## src/rtl/mem_arbiter_if.sv

```systemverilog
// Bus bundle between the IF/MEM pipeline stages, the arbiter and the byte-wide RAM.
// The slave modport is the arbiter's view; the master modport is the view of the
// requesters plus RAM that surround it.
interface mem_arbiter_if #(
  parameter int ADDR_W = 17
);
  // Instruction fetch port
  logic              if_req_i;
  logic [31:0]       if_addr_i;
  logic              if_done_o;
  logic [31:0]       if_data_o;
  // MEM stage port
  logic              mem_req_i;
  logic              mem_we_i;
  logic [1:0]        mem_len_i;
  logic [31:0]       mem_addr_i;
  logic [31:0]       mem_wdata_i;
  logic              mem_done_o;
  logic [31:0]       mem_rdata_o;
  // RAM port
  logic [ADDR_W-1:0] ram_addr_o;
  logic              ram_we_o;
  logic [7:0]        ram_dout_o;
  logic [7:0]        ram_din_i;

  modport slave (
    input  if_req_i, if_addr_i,
    output if_done_o, if_data_o,
    input  mem_req_i, mem_we_i, mem_len_i, mem_addr_i, mem_wdata_i,
    output mem_done_o, mem_rdata_o,
    output ram_addr_o, ram_we_o, ram_dout_o,
    input  ram_din_i
  );

  modport master (
    output if_req_i, if_addr_i,
    input  if_done_o, if_data_o,
    output mem_req_i, mem_we_i, mem_len_i, mem_addr_i, mem_wdata_i,
    input  mem_done_o, mem_rdata_o,
    input  ram_addr_o, ram_we_o, ram_dout_o,
    output ram_din_i
  );
endinterface

```

## src/rtl/mem_arbiter.sv

```systemverilog
// Byte-wide RAM port arbiter for instruction fetch and the MEM stage.
// Each access is serialised into consecutive byte cycles; reads are reassembled
// little-endian and zero-extended. MEM has priority, nothing is preempted, and one
// idle cycle always follows a completed transaction.
module mem_arbiter #(
  parameter int ADDR_W = 17
) (
  input  logic          clk,
  input  logic          rst,
  mem_arbiter_if.slave  bus
);

  typedef enum logic [1:0] {IDLE, IF_RD, MEM_RD, MEM_WR} state_t;

  state_t            state_q;
  logic [2:0]        cnt_q;        // byte cycle index within the transaction
  logic [1:0]        last_q;       // byte count minus one
  logic [ADDR_W-1:0] base_q;
  logic [31:0]       wdata_q;
  logic [31:0]       buf_q;        // bytes captured so far on a read
  logic              if_done_q;
  logic              mem_done_q;
  logic [31:0]       if_data_q;
  logic [31:0]       mem_rdata_q;
  logic [ADDR_W-1:0] ram_addr_q;
  logic              ram_we_q;
  logic [7:0]        ram_dout_q;

  logic [ADDR_W-1:0] addr_nxt_d;
  logic [1:0]        nxt_idx_d;
  logic [1:0]        cap_idx_d;
  logic [31:0]       rd_word_d;
  logic              rd_done_d;

  // Next byte address/index and the read word with the byte arriving this cycle merged in
  always_comb begin
    addr_nxt_d = base_q + ADDR_W'(cnt_q) + ADDR_W'(1);
    nxt_idx_d  = cnt_q[1:0] + 2'd1;
    // RAM data lags its address by one cycle, so cycle cnt delivers byte cnt-1
    cap_idx_d  = cnt_q[1:0] - 2'd1;
    rd_word_d  = buf_q;
    rd_word_d[{cap_idx_d, 3'b000} +: 8] = bus.ram_din_i;
    rd_done_d  = (cnt_q == ({1'b0, last_q} + 3'd1));
  end

  // Transaction sequencer with registered RAM-side and requester-side outputs
  always_ff @(posedge clk) begin
    if (rst) begin
      state_q     <= IDLE;
      cnt_q       <= 3'd0;
      last_q      <= 2'd0;
      base_q      <= '0;
      wdata_q     <= 32'd0;
      buf_q       <= 32'd0;
      if_done_q   <= 1'b0;
      mem_done_q  <= 1'b0;
      if_data_q   <= 32'd0;
      mem_rdata_q <= 32'd0;
      ram_addr_q  <= '0;
      ram_we_q    <= 1'b0;
      ram_dout_q  <= 8'd0;
    end else begin
      if_done_q  <= 1'b0;
      mem_done_q <= 1'b0;
      case (state_q)
        IDLE: begin
          ram_we_q   <= 1'b0;
          ram_addr_q <= '0;
          ram_dout_q <= 8'd0;
          // The cycle carrying a done pulse never accepts, giving the requester
          // time to drop or change its request
          if (!if_done_q && !mem_done_q) begin
            if (bus.mem_req_i) begin
              base_q     <= bus.mem_addr_i[ADDR_W-1:0];
              last_q     <= bus.mem_len_i;
              wdata_q    <= bus.mem_wdata_i;
              cnt_q      <= 3'd0;
              buf_q      <= 32'd0;
              ram_addr_q <= bus.mem_addr_i[ADDR_W-1:0];
              if (bus.mem_we_i) begin
                state_q    <= MEM_WR;
                ram_we_q   <= 1'b1;
                ram_dout_q <= bus.mem_wdata_i[7:0];
              end else begin
                state_q <= MEM_RD;
              end
            end else if (bus.if_req_i) begin
              base_q     <= bus.if_addr_i[ADDR_W-1:0];
              last_q     <= 2'd3;
              cnt_q      <= 3'd0;
              buf_q      <= 32'd0;
              ram_addr_q <= bus.if_addr_i[ADDR_W-1:0];
              state_q    <= IF_RD;
            end
          end
        end
        IF_RD, MEM_RD: begin
          if (rd_done_d) begin
            if (state_q == IF_RD) begin
              if_data_q <= rd_word_d;
              if_done_q <= 1'b1;
            end else begin
              mem_rdata_q <= rd_word_d;
              mem_done_q  <= 1'b1;
            end
            state_q    <= IDLE;
            cnt_q      <= 3'd0;
            ram_addr_q <= '0;
          end else begin
            if (cnt_q != 3'd0) buf_q <= rd_word_d;
            cnt_q <= cnt_q + 3'd1;
            // After the last address is issued it is held for the final capture cycle
            if (cnt_q[1:0] != last_q) ram_addr_q <= addr_nxt_d;
          end
        end
        MEM_WR: begin
          if (cnt_q[1:0] == last_q) begin
            mem_done_q <= 1'b1;
            state_q    <= IDLE;
            cnt_q      <= 3'd0;
            ram_we_q   <= 1'b0;
            ram_addr_q <= '0;
            ram_dout_q <= 8'd0;
          end else begin
            cnt_q      <= cnt_q + 3'd1;
            ram_addr_q <= addr_nxt_d;
            ram_dout_q <= wdata_q[{nxt_idx_d, 3'b000} +: 8];
          end
        end
        default: state_q <= IDLE;
      endcase
    end
  end

  assign bus.if_done_o   = if_done_q;
  assign bus.if_data_o   = if_data_q;
  assign bus.mem_done_o  = mem_done_q;
  assign bus.mem_rdata_o = mem_rdata_q;
  assign bus.ram_addr_o  = ram_addr_q;
  assign bus.ram_we_o    = ram_we_q;
  assign bus.ram_dout_o  = ram_dout_q;

endmodule

```

## src/flat_wrapper.sv

```systemverilog
// flat-port wrapper written by rule: the top's interface ports become plain ports
module mem_arbiter_flat 
#(
  parameter int ADDR_W = 17
)
  (clk, rst, bus_if_req_i, bus_if_addr_i, bus_if_done_o, bus_if_data_o, bus_mem_req_i, bus_mem_we_i, bus_mem_len_i, bus_mem_addr_i, bus_mem_wdata_i, bus_mem_done_o, bus_mem_rdata_o, bus_ram_addr_o, bus_ram_we_o, bus_ram_dout_o, bus_ram_din_i);
  mem_arbiter_if #(.ADDR_W(ADDR_W)) bus_i ();
  input  logic clk;
  input  logic rst;
  input wire logic [$bits(bus_i.if_req_i)-1:0] bus_if_req_i;
  input wire logic [$bits(bus_i.if_addr_i)-1:0] bus_if_addr_i;
  output wire logic [$bits(bus_i.if_done_o)-1:0] bus_if_done_o;
  output wire logic [$bits(bus_i.if_data_o)-1:0] bus_if_data_o;
  input wire logic [$bits(bus_i.mem_req_i)-1:0] bus_mem_req_i;
  input wire logic [$bits(bus_i.mem_we_i)-1:0] bus_mem_we_i;
  input wire logic [$bits(bus_i.mem_len_i)-1:0] bus_mem_len_i;
  input wire logic [$bits(bus_i.mem_addr_i)-1:0] bus_mem_addr_i;
  input wire logic [$bits(bus_i.mem_wdata_i)-1:0] bus_mem_wdata_i;
  output wire logic [$bits(bus_i.mem_done_o)-1:0] bus_mem_done_o;
  output wire logic [$bits(bus_i.mem_rdata_o)-1:0] bus_mem_rdata_o;
  output wire logic [$bits(bus_i.ram_addr_o)-1:0] bus_ram_addr_o;
  output wire logic [$bits(bus_i.ram_we_o)-1:0] bus_ram_we_o;
  output wire logic [$bits(bus_i.ram_dout_o)-1:0] bus_ram_dout_o;
  input wire logic [$bits(bus_i.ram_din_i)-1:0] bus_ram_din_i;
  assign bus_i.if_req_i = bus_if_req_i;
  assign bus_i.if_addr_i = bus_if_addr_i;
  assign bus_if_done_o = bus_i.if_done_o;
  assign bus_if_data_o = bus_i.if_data_o;
  assign bus_i.mem_req_i = bus_mem_req_i;
  assign bus_i.mem_we_i = bus_mem_we_i;
  assign bus_i.mem_len_i = bus_mem_len_i;
  assign bus_i.mem_addr_i = bus_mem_addr_i;
  assign bus_i.mem_wdata_i = bus_mem_wdata_i;
  assign bus_mem_done_o = bus_i.mem_done_o;
  assign bus_mem_rdata_o = bus_i.mem_rdata_o;
  assign bus_ram_addr_o = bus_i.ram_addr_o;
  assign bus_ram_we_o = bus_i.ram_we_o;
  assign bus_ram_dout_o = bus_i.ram_dout_o;
  assign bus_i.ram_din_i = bus_ram_din_i;
  mem_arbiter #(.ADDR_W(ADDR_W)) u_core (.clk(clk), .rst(rst), .bus(bus_i));
endmodule
```

## config.mk

```make
export PLATFORM = sky130hd
export DESIGN_NAME = mem_arbiter_flat
export DESIGN_NICKNAME = d
export VERILOG_FILES = /design/src/rtl/mem_arbiter_if.sv /design/src/rtl/mem_arbiter.sv /design/src/flat_wrapper.sv
export SDC_FILE = /design/constraint.sdc
export NUM_CORES = 1
export LEC_CHECK = 0
export BUFFER_PORTS_ARGS = -buffer_cell sky130_fd_sc_hd__buf_2
export CAP_MARGIN = 20
export CORE_ASPECT_RATIO = 0.7
export CORE_MARGIN = 3
export CORE_UTILIZATION = 31
export DETAILED_ROUTE_END_ITERATION = 8
export PLACE_DENSITY = 0.57
export SLEW_MARGIN = 20
export SYNTH_ARGS = -nofsm -noshare
export SYNTH_HDL_FRONTEND = slang
export SYNTH_SLANG_ARGS = --single-unit
```

## constraint.sdc

```tcl
create_clock -name clk -period 4.9 [get_ports clk]
set_input_delay 1.47 -clock clk [delete_from_list [all_inputs] [get_ports clk]]
set_output_delay 1.47 -clock clk [all_outputs]
set_load 0.02 [all_outputs]
```

==> qor.txt, run 1 <==
Outcome: completed
CTS Buf Count: 17
PD cells: 548 mW/mm²
Dominant synthesized flop cell: dfxtp_1
Cells after synthesis: 850
Number of synthesized register bits: 180
Post-synthesis sequential area ratio: 46.0%
Die X: 196 µm
Startpoint types: register
Drt total wl: 21,400 µm
RD Place Congestion: 0.765
Post-CTS Setup Inserts: 0
RSZ-0062 raised after global routing: false
Yosys warning count: 0
CP top delay family: simple AND/OR/NAND/NOR gates
Die Y: 139 µm
CP endpoint kind: register
Distinct cells, synth: 46
CTS tree: built
Asr flop ratio synth: 0%
Most frequent cells after synthesis: dfxtp_1, nor2_1, a21oi_1, a211oi_1, nand2_1
Critical R2R Launch: u_core.state_q[1]
Floorplan core area: 0.0247 mm²
Drt wl/cell: 16.1 µm
Initial DRC count: 319
Post-DR vias/cell: 4.90
Post-DP Area: 0.00894 mm²
Total grt overflow: 0
Top-count cell post-synth: dfxtp_1
Setup Skew: 9.21 ps
Clk slew on worst S/H paths: 70 ps
Root Driver: clkbuf_16
Worst Setup Path Type: reg -> reg
Slowest library cell on the worst path: or4b_2
Crit path launch: u_core.state_q[1]
Dpl ws: 1510 ps
Worst setup slack after layout: 1920 ps
Post-route ant nets: 0
Gr usage total: 15.6%
Synth top area cells: dfxtp_1, a211oi_1, nor2_1, o2bb2ai_2, a21oi_1
Slew Limit Headroom: 34.1%
Final period utilization: 60.8%
Vias in the first global route: 6,279
Syn-to-layout area delta: 22.1%
Final #Nets: 1,120
Mapped Area: 0.00784 mm²
CP required: 5260 ps
EDFF count, synth: 0
H-tree Lvls: 4
Clk Latency, worst-skew pair: 430 ps
Drt pass-1 iters: 4
Crit path arrival time: 3330 ps
Max cap viols: 0
Vias: 6,523
Worst-path fanout max: 21
Worst-margin pin slew: 981 ps
Post-CTS resize count: 0
Fmax achieved: 336 MHz
Hold Crit Start: u_core.wdata_q[16]
Site row count: 48
Final Instance Area: 0.00957 mm²
Number of port buffers: 172
Final TNS setup: 0 ps
Slowest Stage Delay on Critical Path: 930 ps
Final Critical Period: 2980 ps
Clock Tree Buf Depth: 2
CTS sink cnt: 180
Synth area leader: dfxtp_1
Initial core utilization: 31.7%
Fin. max-slew vios: 0
Setup-failing EPs final: 0
Detail Placement HPWL: 14,800 µm
Global-route wire length before repair: 34,200 µm
LEAKAGE: 0.00386 µW
Hold Fails Final Rpt: 0
Worst vdd ir: 253 µV
Hold buffer count at cts: 0
Worst min-delay path class: reg -> reg
DR DRC count: 0
Hold slack final: 454 ps
Die area: 0.0272 mm²
Share of Yosys cell area claimed by the top area cell type: 46.0%
CP bufs+invs: 2
Crit-path cells: inv_1 -> ha_1 -> o31ai_2 -> or4b_2 -> buf_12 -> o2bb2ai_2
FILL cells: 2,537
Syn_area_per_cell: 9.22 µm²
Fraction of layout cells with a size suffix above 1: 26.7%
Mapped Nets: 978
N_diodes: 0
Initial antenna violation count: 2
I/O pin count: 203
Largest net degree at the start of global routing: 86
==> metal layers <==
layer	vias to the layer above	part of all wire [%]	wire length, µm	global-route usage [%]
li1	3307	-	-	-
met1	3077	52	11100	23.0
met2	120	42	8870	22.4
met3	15	5.4	1150	4.40
met4	4	0.85	182	3.82
met5	-	0.13	27	0
==> metrics by stage <==
stage          instances  util (%)  total power [µW]
2_1_floorplan        850         -              3260
3_3_place_gp        1297      36.1              3790
3_5_place_dp        1298      36.1              3810
4_1_cts             1330      38.7              5310
5_1_grt             1330      38.7              5570
6_report            1330      38.7              5240
==> registers in the layout, indices dropped and copies added (netlist names), 2 cells and up <==
register,count
u_core.wdata_q,32
u_core.bus.ram_dout_o,8
u_core.buf_q,32
u_core.bus.if_data_o,32
u_core.bus.ram_addr_o,17
u_core.state_q,2
u_core.last_q,2
u_core.cnt_q,3
u_core.bus.mem_rdata_o,32
u_core.base_q,17
==> area by class of cell <==
type                    count  area [µm²]  share of cell area [%]
clock buffers              18         439                    4.59
clock inverters            14         188                    1.96
multi-input cells         599        3920                    41.0
inverters                   9        33.8                   0.353
well taps                 325         407                    4.25
flip-flops and latches    180        3600                    37.7
repair buffers            185         973                    10.2
==> tightest hold or removal path: stages, from the launching register on <==
cell     delay (ps)
dfxtp_1         310
nand2_1          50
a21oi_1          50
==> where the power goes <==
part | internal, µW | switching (µW) | leakage (µW)
registers | 1750 | 181 | 0.00147
clock network | 834 | 643 | 0.000298
logic | 636 | 1190 | 0.00209
==> final timing paths <==
kind / endpoint / slack, ps / cells after the start
max reg2reg: u_core.buf_q[9] / 1920 / 6
min: u_core.wdata_q[16] / 450 / 2
min reg2reg: u_core.wdata_q[16] / 450 / 2
max: u_core.buf_q[9] / 1920 / 6
==> placed cells by master (no fill, tap or decap), types with 3 or more instances in the layout <==
cell | Yosys | final
clkinvlp_4 | 0 | 3
clkbuf_16 | 0 | 17
inv_1 | 9 | 9
dfxtp_1 | 180 | 180
mux2i_1 | 20 | 20
nand3_1 | 7 | 7
ha_1 | 16 | 16
nor4_1 | 3 | 3
a211oi_1 | 83 | 83
o31a_1 | 3 | 3
buf_4 | 3 | 13
xor2_1 | 8 | 8
nor3_1 | 25 | 25
inv_6 | 0 | 5
and4_1 | 3 | 3
o21ai_0 | 7 | 7
mux4_2 | 8 | 8
nand3b_1 | 5 | 5
bufinv_16 | 0 | 3
a221oi_1 | 8 | 8
buf_2 | 16 | 171
nand2_1 | 72 | 72
nand4_1 | 4 | 4
nor2b_1 | 41 | 41
a21oi_1 | 88 | 88
nor2_1 | 134 | 132
xnor2_1 | 6 | 6
o2bb2ai_2 | 30 | 30
==> cells by family after synthesis <==
family | after synthesis | synth area share [%]
flops | 180 | 46.0
fa+ha+maj | 17 | 2.81
simple gates | 305 | 17.9
buf+inv | 71 | 4.09
xor+xnor | 15 | 1.77
compound gates | 232 | 22.3
mux | 30 | 5.14
(Power assumes the default switching activity.)
==> inputs of run 2 (changes only) <==
==> constraint.sdc (replaced) <==
create_clock -name clk -period 3 [get_ports clk]
set_input_delay 0.9 -clock clk [delete_from_list [all_inputs] [get_ports clk]]
set_output_delay 0.9 -clock clk [all_outputs]
set_load 0.02 [all_outputs]
==> qor.txt, run 2 (same netlist as run 1, synthesis figures left out) <==
Outcome: completed (unchanged)
CTS Buf Count: 17 (unchanged)
Gr usage total: 15.7% (was 15.6%)
CTS sink cnt: 180 (unchanged)
Final Instance Area: 0.00959 mm² (was 0.00957 mm²)
Clk Latency, worst-skew pair: 440 ps (was 430 ps)
Setup-failing EPs final: 0 (unchanged)
Number of port buffers: 172 (unchanged)
FILL cells: 2,528 (was 2,537)
CP required: 3340 ps (was 5260 ps)
Die Y: 139 µm (unchanged)
DR DRC count: 0 (unchanged)
Setup crit end: u_core.bus.mem_rdata_o[30] (was u_core.buf_q[9])
Hold buffer count at cts: 0 (unchanged)
Internal power: 5160 µW (was 3220 µW)
Setup Skew: 10.9 ps (was 9.21 ps)
Final period utilization: 84.4% (was 60.8%)
Post-CTS Setup Inserts: 0 (unchanged)
Initial antenna violation count: 1 (was 2)
Most frequent cells in the layout: dfxtp_1, buf_2, nor2_1 (unchanged)
Post-DR vias/cell: 4.91 (was 4.90)
RD Place Congestion: 0.793 (was 0.765)
Startpoint types: register (unchanged)
Crit path launch: u_core.cnt_q[1] (was u_core.state_q[1])
Clock Tree Buf Depth: 2 (unchanged)
Max cap viols: 0 (unchanged)
Detail Placement HPWL: 14,700 µm (was 14,800 µm)
H-tree Lvls: 4 (unchanged)
Total grt overflow: 0 (unchanged)
Reg2reg path depth: 5 (was 6)
Worst vdd ir: 485 µV (was 253 µV)
CP endpoint kind: register (unchanged)
Site row count: 48 (unchanged)
Slew Limit Headroom: 44.4% (was 34.1%)
Clk network pwr share: 26.2% (was 28.2%)
Clk slew on worst S/H paths: 70 ps (about the same)
Largest net degree at the start of global routing: 75 (was 86)
Die X: 196 µm (unchanged)
Drt wl/cell: 16.0 µm (was 16.1 µm)
Post-route ant nets: 0 (unchanged)
I/O pin count: 203 (unchanged)
Root Driver: clkbuf_16 (unchanged)
Crit path arrival time: 2870 ps (was 3330 ps)
Initial DRC count: 326 (was 319)
Fraction of layout cells with a size suffix above 1: 27.0% (was 26.7%)
Worst-margin pin slew: 831 ps (was 981 ps)
Initial core utilization: 31.7% (unchanged)
R2R Setup Slk: 470 ps (was 1920 ps)
Psw: 3280 µW (was 2010 µW)
Syn-to-layout area delta: 22.4% (was 22.1%)
Worst min-delay path class: reg -> reg (unchanged)
Final TNS setup: 0 ps (unchanged)
Drt pass-1 iters: 4 (unchanged)
Fin. max-slew vios: 0 (unchanged)
Hold Fails Final Rpt: 0 (unchanged)
RSZ-0062 raised after global routing: false (unchanged)
Final #Nets: 1,125 (was 1,120)
Share of power burned in registers: 37.5% (was 36.9%)
Worst Setup Path Type: reg -> reg (unchanged)
Drt total wl: 21,400 µm (about the same)
Global-route wire length before repair: 34,400 µm (was 34,200 µm)
Post-DP Area: 0.00902 mm² (was 0.00894 mm²)
Floorplan core area: 0.0247 mm² (unchanged)
Critical R2R Launch: u_core.cnt_q[1] (was u_core.state_q[1])
Vias: 6,548 (was 6,523)
Combinational share of power: 36.3% (was 34.9%)
Commonest non-fill, non-tap cell in the layout: dfxtp_1 (unchanged)
N_diodes: 0 (unchanged)
Die area: 0.0272 mm² (unchanged)
Sw Ratio: 38.9% (was 38.5%)
Post-CTS resize count: 0 (unchanged)
Vias in the first global route: 6,213 (was 6,279)
Fmax achieved: 395 MHz (was 336 MHz)
Hold Crit Start: u_core.wdata_q[20] (was u_core.wdata_q[16])
PD cells: 880 mW/mm² (was 548 mW/mm²)
R2R Path End: u_core.bus.mem_rdata_o[30] (was u_core.buf_q[9])
Worst-path fanout max: 9 (was 21)
LEAKAGE: 0.00387 µW (was 0.00386 µW)
Final Critical Period: 2530 ps (was 2980 ps)
CTS tree: built (unchanged)
## run 2: worst max-delay path, cell delays in order (launching register included)
cell and delay [ps]:
dfxtp_1 620, inv_1 160, ha_1 380, nor4b_2 700, a21oi_1 300, a211oi_1 290
## run 2: worst min-delay path by stage
| stage | depth (start not counted) | slack, ps | endpoint |
|---|---|---|---|
| after floorplan | 1 | 420 | u_core.buf_q[31] |
| after global placement | 1 | 440 | u_core.buf_q[31] |
| after detailed placement | 1 | 440 | u_core.buf_q[31] |
| after CTS | 2 | 460 | u_core.wdata_q[20] |
| after global routing | 1 | 480 | u_core.buf_q[7] |
| final | 2 | 450 | u_core.wdata_q[20] |
## run 2: stage by stage
stage          cells  power [µW]  util, %  hold WS [ps]  setup WS (ps)
2_1_floorplan    850        5320        -           425            663
3_3_place_gp    1303        6270     36.4           436            355
3_5_place_dp    1303        6310     36.4           444            331
4_1_cts         1334        8550     38.7           455            373
5_1_grt         1334        8980     38.7           477            170
6_report        1334        8440     38.7           452            467
## run 2: metal layers
| layer | vias to the layer above | track usage [%] | part of all wire [%] |
|---|---|---|---|
| met5 | - | 0 | 0.061 |
| met4 | 2 | 3.82 | 0.86 |
| met3 | 14 | 4.71 | 5.9 |
| met2 | 138 | 22.5 | 41 |
| met1 | 3068 | 23.0 | 52 |
| li1 | 3326 | - | - |
## run 2: power groups by stage
stage / registers (µW) / clock network (µW) / logic, µW
after global routing: 3220 / 2350 / 3400
final: 3160 / 2210 / 3060
after CTS: 3160 / 2270 / 3110
after global placement: 3200 / 0 / 3060
after detailed placement: 3210 / 0 / 3100
after floorplan: 3530 / 0 / 1790
## run 2: final cells by class
cell class | instances | area, µm² | area share [%]
Multi-Input combinational cell | 599 | 3920 | 40.9
Inverter | 9 | 33.8 | 0.352
Clock inverter | 12 | 118 | 1.23
Sequential cell | 180 | 3600 | 37.6
Clock buffer | 19 | 453 | 4.72
Tap cell | 325 | 407 | 4.24
Timing Repair Buffer | 190 | 1050 | 10.9
